$ cat src/rtl/serial_add_ctrl.sv
// Bit-serial add/subtract unit with valid/ready handshakes on both sides.
// One full adder is reused per cycle, LSB first, over WIDTH cycles.
//
// Ports:
//   clk, rst             clock; asynchronous active-high reset
//   in_valid / in_ready  operand request handshake (ready only in IDLE)
//   A, B, SUB            operands; SUB=1 selects A-B
//   out_valid/out_ready  result handshake (valid only in DONE)
//   S, CO, OVF           result word, carry out of MSB, signed overflow

module full_adder (
  input  logic a,
  input  logic b,
  input  logic cin,
  output logic sum,
  output logic cout
);

  assign sum  = a ^ b ^ cin;
  assign cout = (a & b) | (cin & (a ^ b));

endmodule

module serial_add_ctrl #(
  parameter int WIDTH = 8
) (
  input  logic             clk,
  input  logic             rst,
  input  logic             in_valid,
  output logic             in_ready,
  input  logic [WIDTH-1:0] A,
  input  logic [WIDTH-1:0] B,
  input  logic             SUB,
  output logic             out_valid,
  input  logic             out_ready,
  output logic [WIDTH-1:0] S,
  output logic             CO,
  output logic             OVF
);

  localparam int CW = (WIDTH > 2) ? $clog2(WIDTH) : 1;

  typedef enum logic [1:0] {
    IDLE = 2'd0,
    RUN  = 2'd1,
    DONE = 2'd2
  } state_t;

  state_t           state_q, state_d;
  logic [WIDTH-1:0] a_q, a_d;
  logic [WIDTH-1:0] b_q, b_d;
  logic [WIDTH-1:0] s_q, s_d;
  logic             c_q, c_d;
  logic [CW-1:0]    cnt_q, cnt_d;
  logic             co_q, co_d;
  logic             ovf_q, ovf_d;

  logic fa_sum;
  logic fa_cout;
  logic last_bit;

  full_adder u_fa (
    .a    (a_q[0]),
    .b    (b_q[0]),
    .cin  (c_q),
    .sum  (fa_sum),
    .cout (fa_cout)
  );

  assign last_bit = (cnt_q == CW'(WIDTH - 1));

  always_comb begin
    state_d = state_q;
    a_d     = a_q;
    b_d     = b_q;
    s_d     = s_q;
    c_d     = c_q;
    cnt_d   = cnt_q;
    co_d    = co_q;
    ovf_d   = ovf_q;
    unique case (state_q)
      IDLE: begin
        if (in_valid) begin
          // Subtraction is A + ~B + 1: invert B, seed carry with 1.
          a_d     = A;
          b_d     = B ^ {WIDTH{SUB}};
          c_d     = SUB;
          cnt_d   = '0;
          state_d = RUN;
        end
      end
      RUN: begin
        // Sum enters at the MSB; after WIDTH shifts bit 0 is in place.
        s_d   = {fa_sum, s_q[WIDTH-1:1]};
        a_d   = a_q >> 1;
        b_d   = b_q >> 1;
        c_d   = fa_cout;
        cnt_d = cnt_q + CW'(1);
        if (last_bit) begin
          // c_q is the carry into the MSB on this step.
          co_d    = fa_cout;
          ovf_d   = c_q ^ fa_cout;
          state_d = DONE;
        end
      end
      DONE: begin
        if (out_ready) begin
          state_d = IDLE;
        end
      end
      default: begin
        state_d = IDLE;
      end
    endcase
  end

  always_ff @(posedge clk or posedge rst) begin
    if (rst) begin
      state_q <= IDLE;
      a_q     <= '0;
      b_q     <= '0;
      s_q     <= '0;
      c_q     <= 1'b0;
      cnt_q   <= '0;
      co_q    <= 1'b0;
      ovf_q   <= 1'b0;
    end else begin
      state_q <= state_d;
      a_q     <= a_d;
      b_q     <= b_d;
      s_q     <= s_d;
      c_q     <= c_d;
      cnt_q   <= cnt_d;
      co_q    <= co_d;
      ovf_q   <= ovf_d;
    end
  end

  assign in_ready  = (state_q == IDLE);
  assign out_valid = (state_q == DONE);
  assign S         = s_q;
  assign CO        = co_q;
  assign OVF       = ovf_q;

endmodule

$ cat config.mk
export PLATFORM = sky130hd
export DESIGN_NAME = serial_add_ctrl
export DESIGN_NICKNAME = d
export VERILOG_FILES = /design/src/rtl/serial_add_ctrl.sv
export SDC_FILE = /design/constraint.sdc
export NUM_CORES = 1
export LEC_CHECK = 0
export BUFFER_PORTS_ARGS = -buffer_cell sky130_fd_sc_hd__buf_2
export CORE_ASPECT_RATIO = 1.1
export CORE_MARGIN = 2
export CORE_UTILIZATION = 47
export DETAILED_ROUTE_END_ITERATION = 6
export GPL_ROUTABILITY_DRIVEN = 0
export HOLD_SLACK_MARGIN = 0.1
export PLACE_DENSITY = 0.74
export SETUP_SLACK_MARGIN = 0.3
export SLEW_MARGIN = 5
export SYNTH_ARGS = -nofsm -noshare
export SYNTH_HDL_FRONTEND = slang
export SYNTH_SLANG_ARGS = --single-unit
$ cat constraint.sdc
create_clock -name clk -period 1.2 [get_ports clk]
set_input_delay 0.18 -clock clk [delete_from_list [all_inputs] [get_ports clk]]
set_output_delay 0.18 -clock clk [all_outputs]
set_load 0.03 [all_outputs]
==> key figures, run 1 <==
Power and ir drop
  • Comb pwr share: 62.4%
  • Power Internal: 4.19 mW
  • Leakage power: 1.23 nW
  • Max IR drop VDD: 2440 µV
  • Sequential fraction of design power: 28.6%
  • Sw frac: 38.0%
  • P per Cell Area: 2680 nW/µm²
  • Clock share of power: 9.0%
  • Sw Pwr: 2.56 mW
  • PnR Total Power: 6.75 mW

Timing
  • RSZ-0062 raised after global routing: true
  • Final worst slack: -0.208 ns
  • Fmax: 0.710 GHz
  • Period minus WS final: 1.41 ns
  • Skew final: 0.0187 ns
  • WHS: 0.111 ns
  • Hold Fails Final Rpt: 0
  • Slew headroom: 72.4%
  • Fin. max-slew vios: 0
  • Setup Viol. Count Final: 31
  • Measured slew at the worst slew-check pin: 0.413 ns
  • Tcrit/Tclk final: 117%
  • Fin Setup TNS: -4.12 ns

Synthesis
  • Syn Nets: 155
  • Largest family of logic cells by synthesized area: compound AO/OA/AOI/OAI gates
  • Count of state elements after synthesis: 32
  • Most used DFF post-synth: dfrtp_1
  • Post-synth EDFFs: 0
  • Netlist cell types: 26
  • Share of synthesized registers carrying an async set or reset: 100%
  • Area of the mapped netlist: 1470 µm²
  • Compound-Gate Fraction of Synth Area: 15.6%
  • Largest cells by area after synthesis: dfrtp_1 (54%), mux2_2 (7.6%), nand2_1 (5.6%), xor2_1 (4.8%), o21ai_0 (4.1%)
  • Syn. warnings: 0
  • Post-Synth Adder-Cell Area: 3.06%
  • Synth Instances: 131
  • Share of the synthesized area in the top cell type: 54.4%
  • Post-synthesis sequential area ratio: 54.4%
  • Multiplexer share of the synthesized area: 7.65%
  • Mean post-synth cell area: 11.2 µm²
  • Post-Synth XOR/XNOR Area: 5.35%
  • Post-Synth Simple-Gate Area: 9.60%
  • Post-synth top area cell: dfrtp_1

Route
  • DR pass1 iterations: 4
  • DRC viols: 0
  • Drt total wl: 4.53 mm
  • Routed Antenna Nets: 0
  • Vias/cell: 5.42
  • Vias post-DR: 1360
  • DR WL/cell: 18.0 µm
  • 1st-iter DRT viols: 66

Worst setup path
  • CP arrival: 1.64 ns
  • CP Cell Sequence: buf_6, nor2b_4, buf_12, mux2_4
  • Crit path required time: 1.43 ns
  • Type of the worst setup path: flip-flop to flip-flop
  • Critical-path maximum fanout: 7
  • CP Capture Type: flip-flop
  • Biggest cell delay along the critical path: 0.48 ns
  • Crit start category: flip-flop
  • Critical-path top delay cell: dfrtp_2

Flow run
  • Max-Cap Viols: 0

Cells and area
  • Final Util: 83.2%
  • Post-Layout Cell Count: 251
  • Layout area overhead: 70.8%
  • Commonest non-fill, non-tap cell in the layout: buf_4
  • Most frequent cells in the layout: buf_4 (32), dfrtp_1 (30), buf_6 (26)
  • Share of layout cells above drive strength 1: 61.3%
  • Antenna diodes: 0
  • Final layout net count: 240

CTS
  • CTS buffer count: 5
  • H-Tree Depth: 2
  • Clk sinks: 32
  • Root Driver: clkbuf_4
  • Clock-pin transition on the worst setup and hold timing paths: 0.11 ns
  • Clock Tree Buf Depth: 2
  • Worst-Skew Late Latency: 0.35 ns
  • CTS tree: yes

Floorplan
  • Top Ports: 33
  • Die area: 3600 µm²
  • DIE HEIGHT: 62.7 µm
  • Rows: 21
  • Total core area: 3020 µm²
  • Die X: 57.4 µm
  • Starting Density: 48.7%

Placed design
  • Placed insts: 209
  • Buffers on Ports: 32
  • Dpl hpwl: 2.29 mm

Global routing
  • Number of global-route vias before repair: 1409
  • Global-route wire length before repair: 6.63 mm
  • Congestion Overflow GR: 0
  • Largest net degree at the start of global routing: 33
  • Initial antenna violation count: 0
  • Total GRT Usage: 24.3%

Outcome
  • Failing checks: setup timing
  • Status: finished with violations

Worst hold path
  • Hold WC Path Type: input pin to flip-flop
state kept, by name, summed over array words and instances (netlist names):
signal and cells:
state_q 2, b_q 8, OVF 1, a_q 8, S 8, cnt_q 3, c_q 1, CO 1
routing by layer:
metal	vias to the layer above	GRT usage, %	share of wire (%)
li1	636	-	-
met1	671	27.7	38
met2	42	43.9	55
met3	11	6.00	4.2
met4	0	7.27	2.8
met5	-	0	0
power by group through the flow:
| stage | registers [mW] | clock network [mW] | logic, mW |
|---|---|---|---|
| floorplan | 2.16 | 0 | 1.61 |
| detailed placement | 1.89 | 0 | 2.63 |
| global placement | 1.85 | 0 | 2.53 |
| finish | 1.93 | 0.608 | 4.21 |
| CTS | 1.88 | 0.598 | 3.69 |
| global route | 1.97 | 0.656 | 4.48 |
metrics by stage:
| step | area, µm² | worst slack [ns] |
|---|---|---|
| 3_3_place_gp | 1900 | -0.0339 |
| 5_1_grt | 2510 | -0.246 |
| 4_1_cts | 2340 | -0.148 |
| 2_1_floorplan | 1620 | -0.0599 |
| 3_5_place_dp | 1900 | -0.0621 |
| 6_report | 2510 | -0.208 |
critical path, delay by kind of cell (launching register included):
family,cells,cell delay (ns)
muxes,1,0.30
buffers and inverters,2,0.31
DFF,1,0.48
and+or+nand+nor,1,0.20
cells by family after synthesis:
kind of cell	Yosys count
AND/OR/NAND/NOR	32
adder cells (fa/ha/maj)	3
buffers and inverters	12
multiplexers	10
AO/OA/AOI/OAI	33
flip-flops	32
XOR/XNOR	9
synth_stat cells (2+ instances only):
cell	number
a22o_1	2
a22oi_1	8
a32oi_1	6
buf_2	3
buf_6	2
clkbuf_1	3
dfrtp_1	32
ha_1	2
inv_1	3
mux2_2	10
nand2_1	22
nor2_1	4
nor2b_1	3
o21ai_0	12
xor2_1	8
timing repair:
action | CTS | global route
buffers inserted | 22 | 9
hold buffers | 2 | 0
gates resized for setup | 51 | 24
setup endpoints to repair | 44 | 44
pin swaps | 8 | 7
endpoints found under the hold margin | 33 | 0
cloned | 1 | 0
path summary, 6_finish.rpt:
kind | startpoint | end | slack (ns) | cells after the start
max | state_q[1] | S[6] | -0.21 | 4
min | A[2] | a_q[2] | 0.11 | 3
max reg2reg | state_q[1] | S[6] | -0.21 | 4
min reg2reg | b_q[5] | b_q[5] | 0.50 | 2
max in group asynchronous | rst | state_q[0] | 0.43 | 4
min in group asynchronous | rst | S[4] | 0.45 | 4
area by class of cell:
type                            instances  area (µm²)
Fill cell                             150         507
Inverter                                4        27.5
Clock inverter                          1        5.00
Multi-Input combinational cell         87         816
Tap cell                               34        42.5
Clock buffer                            7        45.0
Timing Repair Buffer                   86         776
Sequential cell                        32         803
Power figures use the tool's default switching activity.
==> run 2, diff against run 1 <==
--- a/config.mk
+++ b/config.mk
@@ -8,11 +8,11 @@
 export BUFFER_PORTS_ARGS = -buffer_cell sky130_fd_sc_hd__buf_2
 export CORE_ASPECT_RATIO = 1.1
 export CORE_MARGIN = 2
-export CORE_UTILIZATION = 47
+export CORE_UTILIZATION = 55
 export DETAILED_ROUTE_END_ITERATION = 6
 export GPL_ROUTABILITY_DRIVEN = 0
 export HOLD_SLACK_MARGIN = 0.1
-export PLACE_DENSITY = 0.74
+export PLACE_DENSITY = 0.81
 export SETUP_SLACK_MARGIN = 0.3
 export SLEW_MARGIN = 5
 export SYNTH_ARGS = -nofsm -noshare
==> constraint.sdc (replaced) <==
create_clock -name clk -period 1.8 [get_ports clk]
set_input_delay 0.27 -clock clk [delete_from_list [all_inputs] [get_ports clk]]
set_output_delay 0.27 -clock clk [all_outputs]
set_load 0.03 [all_outputs]
==> key figures, run 2 (same netlist as run 1, synthesis figures left out) <==
Power and ir drop
  • Clock share of power: 18.8% (+9.8 points)
  • Sw frac: 37.8% (-0.20 points)
  • Sequential fraction of design power: 37.3% (+8.7 points)
  • Max IR drop VDD: 1110 µV (-55%)
  • Sw Pwr: 1.24 mW (-52%)
  • Power Internal: 2.04 mW (-51%)
  • Comb pwr share: 43.9% (-19 points)
  • PnR Total Power: 3.28 mW (-51%)
  • Leakage power: 0.896 nW (-27%)
  • P per Cell Area: 1760 nW/µm² (-34%)

Timing
  • RSZ-0062 raised after global routing: false
  • Hold Fails Final Rpt: 0 (unchanged)
  • Setup Viol. Count Final: 0 (-100%)
  • Skew final: 0.00509 ns (-0.0136 ns)
  • Period minus WS final: 1.45 ns
  • Slew headroom: 71.3% (-1.2 points)
  • Fmax: 0.688 GHz
  • Tcrit/Tclk final: 80.7%
  • Fin. max-slew vios: 0 (unchanged)
  • WHS: 0.230 ns (+0.119 ns)
  • Fin Setup TNS: 0 ns (+4.12 ns)
  • Measured slew at the worst slew-check pin: 0.430 ns (+0.0163 ns)

Outcome
  • Status: finished clean

Worst setup path
  • Reg-to-reg setup timing slack: 0.37 ns (+0.58 ns)
  • CP Capture Type: primary output
  • CP arrival: 1.18 ns (-0.46 ns)
  • Crit path capture: in_ready
  • Type of the worst setup path: flip-flop to primary output
  • Crit path required time: 1.53 ns (+0.10 ns)
  • FF-to-FF path depth: 4 (unchanged)
  • R2r endpoint: CO
  • Critical-path maximum fanout: 9 (+2)
  • R2R Path Start: cnt_q[0]
  • Crit start category: flip-flop
  • Critical Path Start: state_q[0]

CTS
  • Worst-Skew Late Latency: 0.33 ns (-0.02 ns)
  • H-Tree Depth: 2 (unchanged)
  • Clock-pin transition on the worst setup and hold timing paths: 0.10 ns (about the same)
  • Root Driver: clkbuf_4
  • CTS buffer count: 5 (unchanged)
  • CTS tree: yes
  • Clk sinks: 32 (unchanged)
  • Clock Tree Buf Depth: 2 (unchanged)

Placed design
  • Buffers on Ports: 32 (unchanged)
  • Dpl hpwl: 2.05 mm (-10%)
  • Placement Cell Area: 1670 µm² (-12%)

Global routing
  • Total GRT Usage: 23.5% (-0.87 points)
  • Largest net degree at the start of global routing: 33 (unchanged)
  • Congestion Overflow GR: 0 (unchanged)
  • Initial antenna violation count: 0 (unchanged)
  • Number of global-route vias before repair: 1152 (-18%)
  • Global-route wire length before repair: 5.13 mm (-23%)

Route
  • Vias/cell: 5.64 (+4.1%)
  • Routed Antenna Nets: 0 (unchanged)
  • DR pass1 iterations: 5 (+1)
  • Vias post-DR: 1168 (-14%)
  • DR WL/cell: 15.1 µm (-16%)
  • 1st-iter DRT viols: 44 (-33%)
  • DRC viols: 0 (unchanged)
  • Drt total wl: 3.12 mm (-31%)

Flow run
  • Max-Cap Viols: 0 (unchanged)

Floorplan
  • Die X: 53.3 µm (-7.0%)
  • Rows: 19 (-9.5%)
  • Die area: 3110 µm² (-14%)
  • Starting Density: 58.4% (+9.7 points)
  • Top Ports: 33 (unchanged)
  • DIE HEIGHT: 58.3 µm (-7.1%)
  • Total core area: 2520 µm² (-17%)

Cells and area
  • Final Util: 73.8% (-9.4 points)
  • Share of layout cells above drive strength 1: 38.6% (-23 points)
  • Final layout net count: 199 (-17%)
  • Finished Cell Area: 1860 µm² (-26%)
  • Multi-input combinational cell area: 629 µm² (-23%)
  • Most frequent cells in the layout: dfrtp_1 (30), buf_2 (30), nand2_1 (22)
  • Antenna diodes: 0 (unchanged)
  • FILL cells: 188 (+25%)
  • Register area: 803 µm² (unchanged)
  • Layout area overhead: 26.3%

Worst hold path
  • Hold WC Path Type: input pin to flip-flop
## run 2: cell types whose count changed in the layout (fill, tap and decap cells not counted), moves of 4 or more
cell | before | now
buf_12 | 4 | 0
buf_2 | 20 | 30
buf_4 | 32 | 10
buf_6 | 26 | 3
mux2_2 | 0 | 10
mux2_4 | 10 | 0
nand2_1 | 17 | 22
nand2_2 | 5 | 0
o21ai_0 | 0 | 12
o21ai_1 | 5 | 0
o21ai_2 | 7 | 0
## run 2: what timing repair did
action / 4_1_cts / 5_1_grt
hold buffers: 2 / 0
pin swaps: 0 / 1
setup endpoints to repair: 2 / 27
gates resized for setup: 4 / 8
endpoints found under the hold margin: 33 / 0
buffers inserted: 3 / 2
## run 2: cell type report
type	instances	share of cell area (%)
repair buffers	45	15.0
clock buffers	7	3.50
flip-flops and latches	32	43.2
multi-input cells	87	33.8
clock inverters	1	1.61
inverters	4	0.807
well taps	31	2.08
## run 2: critical path, cell delays in order (launching register included)
cell,delay (ns)
dfrtp_2,0.45
buf_6,0.15
nor2_2,0.11
buf_6,0.14
## run 2: layer usage
layer  share of wire (%)  track usage, %  up-vias
met5                   0               0        -
met4                 1.9            8.79        0
met3                 6.7            7.73        6
met2                  51            37.4       49
met1                  40            29.5      565
li1                    -               -      548
## run 2: worst min path at each step
stage,cells after the start,startpoint,to
after floorplan,1,out_ready,state_q[1]
after global placement,3,rst,S[5]
after detailed placement,3,rst,S[4]
after CTS,3,A[5],a_q[5]
after global routing,3,A[1],a_q[1]
final,3,A[5],a_q[5]
## run 2: per-stage QoR
stage	setup WS [ns]	cells
final	0.347	207
after global routing	0.285	207
after CTS	0.304	205
after global placement	0.397	192
after floorplan	0.433	131
after detailed placement	0.327	192
## run 2: power by group through the flow
stage          registers, mW  clock network (mW)  logic [mW]
6_report                1.22               0.616        1.44
5_1_grt                 1.27               0.662        1.58
3_3_place_gp            1.24                   0        1.23
2_1_floorplan           1.41                   0       0.791
4_1_cts                 1.22               0.628        1.36
3_5_place_dp            1.26                   0        1.28
==> run 3, diff against run 2 <==
--- a/config.mk
+++ b/config.mk
@@ -8,11 +8,11 @@
 export BUFFER_PORTS_ARGS = -buffer_cell sky130_fd_sc_hd__buf_2
 export CORE_ASPECT_RATIO = 1.1
 export CORE_MARGIN = 2
-export CORE_UTILIZATION = 55
+export CORE_UTILIZATION = 47
 export DETAILED_ROUTE_END_ITERATION = 6
 export GPL_ROUTABILITY_DRIVEN = 0
 export HOLD_SLACK_MARGIN = 0.1
-export PLACE_DENSITY = 0.81
+export PLACE_DENSITY = 0.74
 export SETUP_SLACK_MARGIN = 0.3
 export SLEW_MARGIN = 5
 export SYNTH_ARGS = -nofsm -noshare
==> constraint.sdc (replaced) <==
create_clock -name clk -period 1.3 [get_ports clk]
set_input_delay 0.195 -clock clk [delete_from_list [all_inputs] [get_ports clk]]
set_output_delay 0.195 -clock clk [all_outputs]
set_load 0.03 [all_outputs]
==> key figures, run 3 (same netlist as run 1, synthesis figures left out) <==
Flow run
  • Max-Cap Viols: 0 (unchanged)

Cells and area
  • Layout area overhead: 63.2%
  • Antenna diodes: 0 (unchanged)
  • Most frequent cells in the layout: dfrtp_1 (31), buf_6 (29), buf_4 (25)
  • Post-Layout Cell Count: 243 (+17%)
  • Commonest non-fill, non-tap cell in the layout: dfrtp_1
  • FILL cells: 185 (-1.6%)
  • Final layout net count: 232 (+17%)
  • Share of layout cells above drive strength 1: 60.8% (+22 points)

Floorplan
  • Die X: 57.4 µm (+7.6%)
  • DIE HEIGHT: 62.7 µm (+7.6%)
  • Top Ports: 33 (unchanged)
  • Die area: 3600 µm² (+16%)
  • Total core area: 3020 µm² (+20%)
  • Rows: 21 (+2)
  • Starting Density: 48.7% (-9.7 points)

Placed design
  • Pre-CTS WS: 0.0229 ns (-0.304 ns)
  • Buffers on Ports: 32 (unchanged)
  • Dpl hpwl: 2.26 mm (+10%)
  • Placed insts: 202 (+5.2%)

Route
  • DR pass1 iterations: 6 (+1)
  • Vias/cell: 5.43 (-3.8%)
  • Drt total wl: 4.12 mm (+32%)
  • DRC viols: 0 (unchanged)
  • Routed Antenna Nets: 0 (unchanged)
  • 1st-iter DRT viols: 49 (+11%)
  • DR WL/cell: 17.0 µm (+12%)
  • Vias post-DR: 1319 (+13%)

Worst hold path
  • Hold WC Path Type: input pin to flip-flop
  • Min-delay src: A[5]
  • Hold Path Stages: 3 (unchanged)

Timing
  • Hold Fails Final Rpt: 0 (unchanged)
  • Measured slew at the worst slew-check pin: 0.415 ns (-0.0147 ns)
  • Fin. max-slew vios: 0 (unchanged)
  • Fmax: 0.744 GHz
  • RSZ-0062 raised after global routing: true
  • Slew headroom: 72.3% (+1.1 points)
  • Period minus WS final: 1.34 ns
  • Tcrit/Tclk final: 103%
  • Skew final: 0.00829 ns (+0.00321 ns)
  • Final worst slack: -0.0438 ns (-0.390 ns)
  • Setup Viol. Count Final: 11 (+11)

Global routing
  • Number of global-route vias before repair: 1404 (+22%)
  • Global-route wire length before repair: 6.25 mm (+22%)
  • Congestion Overflow GR: 0 (unchanged)
  • Total GRT Usage: 22.9% (-0.53 points)
  • Initial antenna violation count: 0 (unchanged)
  • Largest net degree at the start of global routing: 33 (unchanged)

CTS
  • Clock Tree Buf Depth: 2 (unchanged)
  • Root Driver: clkbuf_4
  • Clk sinks: 32 (unchanged)
  • Clock-pin transition on the worst setup and hold timing paths: 0.09 ns (about the same)
  • H-Tree Depth: 2 (unchanged)
  • Worst-Skew Late Latency: 0.34 ns (about the same)
  • CTS tree: yes
  • CTS buffer count: 5 (unchanged)

Power and ir drop
  • Max IR drop VDD: 2090 µV (+88%)
  • PnR Total Power: 5.91 mW (+80%)
  • P per Cell Area: 2460 nW/µm² (+39%)
  • Leakage power: 1.17 nW (+31%)

Worst setup path
  • Crit start category: flip-flop
  • R2R Path Start: state_q[1]
  • CP Capture Type: primary output
  • Critical Path Start: state_q[0]
  • CP arrival: 1.15 ns (-0.03 ns)
  • Critical-path maximum fanout: 4 (-5)
  • FF-to-FF path depth: 4 (unchanged)
  • Type of the worst setup path: flip-flop to primary output
  • Crit path required time: 1.11 ns (-0.42 ns)

Outcome
  • Failing checks: setup timing
  • Status: finished with violations
run 3: path summary, 6_finish.rpt:
path                         endpoint  slack [ns]
setup / recovery             in_ready       -0.04
hold / removal                 a_q[5]        0.14
setup reg to reg                 S[6]       -0.03
hold reg to reg                b_q[2]        0.51
max in group asynchronous  state_q[1]        0.49
min in group asynchronous        S[5]        0.48
run 3: final cells by class:
type | instances | area, µm² | area share, %
Tap cell | 34 | 42.5 | 1.77
Inverter | 4 | 20.0 | 0.833
Sequential cell | 32 | 802 | 33.4
Timing Repair Buffer | 78 | 669 | 27.9
Multi-Input combinational cell | 87 | 811 | 33.7
Clock buffer | 8 | 58.8 | 2.45
run 3: per-layer routing:
metal	global-route usage (%)	share of wire [%]
met5	0	0
met2	41.5	56
met3	4.97	4.1
met4	8.43	1.6
met1	25.7	38
run 3: through the flow:
step / setup TNS [ns] / util (%) / instance area [µm²] / hold WS, ns
after floorplan: 0 / - / 1590 / 0.278
after global placement: 0 / 60.1 / 1820 / 0.291
after detailed placement: 0 / 60.1 / 1820 / 0.295
after CTS: -0.240 / 74.8 / 2260 / 0.126
after global routing: -1.14 / 79.5 / 2400 / 0.138
final: -0.245 / 79.5 / 2400 / 0.143
run 3: what timing repair did:
item | CTS | global route
gates cloned | 1 | 0
resized for setup | 63 | 21
hold buffers | 2 | 0
endpoints found under the hold margin | 33 | 0
endpoints found under the setup margin | 44 | 44
buffers inserted | 22 | 8
pin swaps | 16 | 16
run 3: critical path, stage by stage (launching register included):
cell and delay [ns]:
dfrtp_1 0.42, buf_6 0.15, nor2_4 0.11, buf_6 0.13
run 3: power breakdown:
group,internal [mW],switching [mW],leakage (nW)
Sequential,1.43,0.344,0.403
Clock,0.267,0.330,0.0326
Combinational,1.99,1.55,0.736
Total,3.68,2.22,1.17
